===== config.mk =====
export PLATFORM = sky130hd
export DESIGN_NAME = montgomery_mult_hs
export DESIGN_NICKNAME = d
export VERILOG_FILES = /design/src/rtl/montgomery_pkg.sv /design/src/rtl/montgomery_iter.sv /design/src/rtl/montgomery_mult_hs.sv
export SDC_FILE = /design/constraint.sdc
export NUM_CORES = 1
export LEC_CHECK = 0
export BUFFER_PORTS_ARGS = -buffer_cell sky130_fd_sc_hd__buf_2
export CORE_UTILIZATION = 30
export DETAILED_ROUTE_END_ITERATION = 8
export SLEW_MARGIN = 20
export SYNTH_ARGS = -nofsm -noshare
export SYNTH_HDL_FRONTEND = slang
export SYNTH_SLANG_ARGS = --single-unit
export TNS_END_PERCENT = 50

===== constraint.sdc =====
create_clock -name clk -period 6.1 [get_ports clk]
set_clock_uncertainty 0.15 [all_clocks]
set_input_delay 0.305 -clock clk [delete_from_list [all_inputs] [get_ports clk]]
set_output_delay 0.305 -clock clk [all_outputs]
set_load 0.05 [all_outputs]

===== src/rtl/montgomery_pkg.sv =====
// Shared types and helpers for the radix-2 Montgomery multiplier.
package montgomery_pkg;

  typedef enum logic [1:0] {
    IDLE,
    CALC,
    REDUCE,
    OUT
  } state_t;

  // Quotient bit that makes A + x_i*y + u*m even (m' = 1 for odd m).
  function automatic logic calc_u(input logic a0, input logic x_i, input logic y0);
    return a0 ^ (x_i & y0);
  endfunction

endpackage


===== src/rtl/montgomery_iter.sv =====
// One combinational radix-2 Montgomery iteration: (A + x_i*y + u*m) >> 1.
module montgomery_iter
  import montgomery_pkg::*;
#(
  parameter int unsigned WORD_WIDTH = 32
) (
  input  logic [WORD_WIDTH+1:0] a,
  input  logic                  x_i,
  input  logic [WORD_WIDTH-1:0] y,
  input  logic [WORD_WIDTH-1:0] m,
  output logic [WORD_WIDTH+1:0] a_next
);

  logic                  u;
  logic [WORD_WIDTH+2:0] sum;
  logic                  unused_lsb;

  // One spare bit above A keeps out-of-range operands from wrapping before the shift.
  always_comb begin
    u      = calc_u(a[0], x_i, y[0]);
    sum    = {1'b0, a}
           + {3'b000, y & {WORD_WIDTH{x_i}}}
           + {3'b000, m & {WORD_WIDTH{u}}};
    a_next = sum[WORD_WIDTH+2:1];
  end

  assign unused_lsb = sum[0];

endmodule


===== src/rtl/montgomery_mult_hs.sv =====
// Radix-2 Montgomery multiplier x*y*2^-WORD_WIDTH mod m with valid/ready on both sides.
module montgomery_mult_hs
  import montgomery_pkg::*;
#(
  parameter int unsigned WORD_WIDTH = 32,
  parameter int unsigned CNT_WIDTH  = $clog2(WORD_WIDTH + 1)
) (
  input  logic                  clk,
  input  logic                  reset_n,
  input  logic                  in_valid,
  output logic                  in_ready,
  input  logic [WORD_WIDTH-1:0] m,
  input  logic [WORD_WIDTH-1:0] x,
  input  logic [WORD_WIDTH-1:0] y,
  output logic                  out_valid,
  input  logic                  out_ready,
  output logic [WORD_WIDTH-1:0] result,
  output logic                  err
);

  localparam logic [CNT_WIDTH-1:0] LastIter = CNT_WIDTH'(WORD_WIDTH - 1);

  state_t                state_q, state_d;
  logic [WORD_WIDTH-1:0] m_q, m_d;
  logic [WORD_WIDTH-1:0] x_q, x_d;
  logic [WORD_WIDTH-1:0] y_q, y_d;
  logic [WORD_WIDTH+1:0] a_q, a_d;
  logic [CNT_WIDTH-1:0]  i_q, i_d;
  logic [WORD_WIDTH-1:0] result_q, result_d;
  logic                  err_q, err_d;

  logic                  accept;
  logic                  x_bit;
  logic [WORD_WIDTH+1:0] a_iter;
  logic [WORD_WIDTH:0]   a_low;
  logic [WORD_WIDTH:0]   m_ext;
  logic [WORD_WIDTH:0]   diff;
  logic                  a_ge_m;
  logic                  unused_diff_msb;
  logic                  unused_a_msb;

  montgomery_iter #(
    .WORD_WIDTH(WORD_WIDTH)
  ) u_iter (
    .a     (a_q),
    .x_i   (x_bit),
    .y     (y_q),
    .m     (m_q),
    .a_next(a_iter)
  );

  // Held low during reset so nothing upstream sees a ready block before release.
  assign in_ready  = reset_n && (state_q == IDLE);
  assign accept    = in_valid && in_ready;
  assign out_valid = (state_q == OUT);
  assign result    = result_q;
  assign err       = err_q;

  // Bit i of the captured multiplicand, without a narrow-index select.
  assign x_bit = |(x_q & ({{(WORD_WIDTH - 1){1'b0}}, 1'b1} << i_q));

  // A < 2m at this point, so the final subtraction only needs WORD_WIDTH+1 bits.
  assign a_low  = a_q[WORD_WIDTH:0];
  assign m_ext  = {1'b0, m_q};
  assign diff   = a_low - m_ext;
  assign a_ge_m = (a_low >= m_ext);

  assign unused_diff_msb = diff[WORD_WIDTH];
  assign unused_a_msb    = a_q[WORD_WIDTH+1];

  always_comb begin
    state_d  = state_q;
    m_d      = m_q;
    x_d      = x_q;
    y_d      = y_q;
    a_d      = a_q;
    i_d      = i_q;
    result_d = result_q;
    err_d    = err_q;

    unique case (state_q)
      IDLE: begin
        if (accept) begin
          m_d = m;
          x_d = x;
          y_d = y;
          a_d = '0;
          i_d = '0;
          if (!m[0]) begin
            result_d = '0;
            err_d    = 1'b1;
            state_d  = OUT;
          end else begin
            state_d = CALC;
          end
        end
      end
      CALC: begin
        a_d = a_iter;
        i_d = i_q + CNT_WIDTH'(1);
        if (i_q == LastIter) begin
          state_d = REDUCE;
        end
      end
      REDUCE: begin
        result_d = a_ge_m ? diff[WORD_WIDTH-1:0] : a_low[WORD_WIDTH-1:0];
        err_d    = 1'b0;
        state_d  = OUT;
      end
      OUT: begin
        if (out_ready) begin
          state_d = IDLE;
        end
      end
      default: state_d = IDLE;
    endcase
  end

  always_ff @(posedge clk or negedge reset_n) begin
    if (!reset_n) begin
      state_q  <= IDLE;
      m_q      <= '0;
      x_q      <= '0;
      y_q      <= '0;
      a_q      <= '0;
      i_q      <= '0;
      result_q <= '0;
      err_q    <= 1'b0;
    end else begin
      state_q  <= state_d;
      m_q      <= m_d;
      x_q      <= x_d;
      y_q      <= y_d;
      a_q      <= a_d;
      i_q      <= i_d;
      result_q <= result_d;
      err_q    <= err_d;
    end
  end

endmodule

==> results_dict.tcl <==
set metrics [dict create \
    dieArea_um2 39700 \
    gr-usage-all-layers_pct 17.3 \
    p_sw_mw 3.70 \
    worstHoldPathType "in2async" \
    yosysWarnings 0 \
    synthTopCellsByCount "dfrtp_1 (171), nand2_1 (113), mux2_2 (96), o21ai_0 (78), ha_1 (75)" \
    die_w_um 199 \
    clock.fmax_mhz 178 \
    syn_to_final_growth_pct 24.5 \
    avgSynthCellArea_um2 9.80 \
    cts.htree.levels 4 \
    synth-edff-count 0 \
    finalWorstSetupSlack_ns 0.495 \
    dpl_cell_area_um2 12900 \
    final_cells 1932 \
    postCtsSetupBuffers 0 \
    relSlewSlack_pct 29.3 \
    nets 1616 \
    avgViaCountPerCell 4.99 \
    arrival_ns 5.78 \
    die_h_um 199 \
    tightest_slew_ns 1.06 \
    clkLatencyLatePin_ns 0.45 \
    p_int_mw 4.16 \
    drtPass1Iterations 6 \
    clock-root-buffer "clkbuf_16" \
    yosysUniqueCellTypes 63 \
    routed_wire_length_per_instance_um 17.1 \
    gr-total-overflow 0 \
    final_cell_area_um2 14500 \
    synth-seq-cells 171 \
    clk_pin_slew_ns 0.08 \
    synth_top_flop_cell "dfrtp_1" \
    post-place-ws_ns -0.0371 \
    path_cells "inv_1, ha_1, a221oi_1, a21oi_1, a221oi_1, nor2_1, a2111oi_2, nor3_2, and2_1, ha_4, buf_6, and2_1, fa_1, ha_1, a21o_1, a21o_1, a21oi_1, o221ai_1, a21o_2, a2111oi_2, o31ai_1, xnor2_1, o21ai_0" \
    setup.worst_path.start_class "flop" \
    synthCells 1190 \
    synth_top_cell_by_area "dfrtp_1" \
    cts_tree "built" \
    finalHoldViolations 0 \
    slew_violations 0 \
    drcViolationCount 0 \
    power_mw 7.86 \
    combPwrFrac_pct 61.3 \
    min_period_ns 5.61 \
    cts.sinks 171 \
    place.gp.congestion 0.876 \
    core-area_um2 37900 \
    clock_power_share_pct 13.8 \
    vdd_drop_max_v 0.000267 \
    clockBufferDepth 2 \
    path_class "reg2reg" \
    synth.cell_area_um2 11700 \
    synth_top_area_share_pct 36.7 \
    wl_um 33100 \
    setup_violations 0 \
    postSynthNetCount 1398 \
    grt_setup_unrepaired "no" \
    p_leak_nw 7.01 \
    switching_share_pct 47.1 \
    vias 9635 \
    initial_utilization_pct 30.7 \
    antenna_found_initial 0 \
    rows 71 \
    dp_hpwl_um 24600 \
    diodes 0 \
    grt_pass1_wl_um 52800 \
    synth.most_common_cell "dfrtp_1" \
    cp_max_fo 16 \
    post-route-period-util_pct 91.9 \
    grt_pass1_vias 9592 \
    ant_nets 0 \
    drive_gt1_share_pct 21.0 \
    synth_area_leaders "dfrtp_1 (37%), mux2_2 (9.3%), ha_1 (8.0%)" \
    grt_max_degree 65 \
    synthArstFlopShare_pct 100 \
    numCtsBuffers 17 \
    cp.required_ns 6.27 \
    dp.cells 1803 \
    io_pins 135 \
    whs_ns 0.249 \
    slowest_delay_ns 0.41 \
    first_iter_violations 635 \
    r2r_cells 23 \
    max_cap_violations 0 \
    ys_seq_area_share_pct 36.7 \
    outcome "finished, final reports clean" \
    power_density_nw_per_um2 542 \
    port_buffers 134 \
    end_kind "flop" \
    seqPwrFrac_pct 24.9 \
    cpMaxStageDelayCell "fa_1" \
]
-- cells in the final DEF (no fill, tap or decap), drive strengths merged, types with 4 or more instances in the layout --
cell type,n
a21oi,57
mux2,96
nor3,16
xor2,24
nand3b,4
clkinv,4
nand4,10
a31oi,10
buf,156
o311ai,9
mux2i,21
a221oi,7
a211oi,9
a22oi,4
a22o,9
nor2b,7
xnor2,30
ha,75
o21ai,95
a2111oi,4
o211ai,8
fa,33
dfrtp,171
o21bai,6
and2,67
o21a,7
clkbuf,20
a21o,47
a21boi,6
nand2b,10
nand3,30
nor2,41
or3,5
dlygate4sd3,97
nand2,113
inv,66
o31ai,7
-- power groups by stage --
stage	clock network, mW	registers [mW]	logic (mW)
finish	1.08	1.96	4.82
global route	1.16	2.03	5.35
CTS	1.12	1.96	4.79
detailed placement	0	1.98	4.70
global placement	0	1.97	4.65
floorplan	0	2.00	3.43
-- per-stage QoR --
step / utilization [%] / TNS (ns)
2_1_floorplan: - / 0
3_3_place_gp: 34.1 / 0
3_5_place_dp: 34.1 / -0.0379
4_1_cts: 38.2 / 0
5_1_grt: 38.3 / 0
6_report: 38.3 / 0
-- state kept, by name (all words and copies together) (netlist names) --
signal / flops
m_q: 32
err: 1
y_q: 32
result: 32
i_q: 6
x_q: 32
state_q: 2
a_q: 34
-- cell type report --
cell class	instances	area (um^2)
flip-flops and latches	171	4280
fillers	3845	23400
multi-input cells	903	6980
clock inverters	12	114
clock buffers	20	447
repair buffers	253	1820
well taps	511	639
inverters	62	233
-- final timing paths --
path / slack [ns] / startpoint / end
setup / recovery: 0.49 / i_q[0]$_DFFE_PN0P_ / a_q[27]$_DFFE_PN0P_
hold / removal: 0.25 / reset_n / result[13]$_DFFE_PN0P_
setup reg to reg: 0.49 / i_q[0]$_DFFE_PN0P_ / a_q[27]$_DFFE_PN0P_
hold reg to reg: 0.33 / result[17]$_DFFE_PN0P_ / result[17]$_DFFE_PN0P_
max in group asynchronous: 4.21 / reset_n / result[6]$_DFFE_PN0P_
min in group clk: 0.25 / out_ready / state_q[0]$_DFFE_PN0P_
-- worst max-delay path, delay by kind of cell, from the launching register on --
family          cells  cell delay, ns
xor+xnor            1            0.14
buf+inv             2            0.25
flops               1            0.40
fa+ha+maj           4            1.44
simple gates        4            0.54
compound gates     12            2.54
-- cell families after synthesis --
| group | share of synthesized area, % |
|---|---|
| xor+xnor | 4.06 |
| mux | 11.1 |
| simple gates | 13.3 |
| compound gates | 17.3 |
| buf+inv | 3.92 |
| fa+ha+maj | 13.7 |
| flops | 36.7 |
-- per-layer routing --
layer | up-vias | global-route usage (%) | share of wire (%)
li1 | 4661 | - | -
met1 | 4685 | 23.9 | 47
met2 | 267 | 26.9 | 46
met3 | 22 | 3.88 | 5.9
met4 | 0 | 4.67 | 1.2
met5 | - | 0 | 0
-- timing repair --
action,CTS,global route
endpoints found under the setup margin,2,18
hold buffers,97,0
resized for setup,1,12
hold endpoints to repair,151,0
pin swaps,0,1
Power figures use the tool's default switching activity.
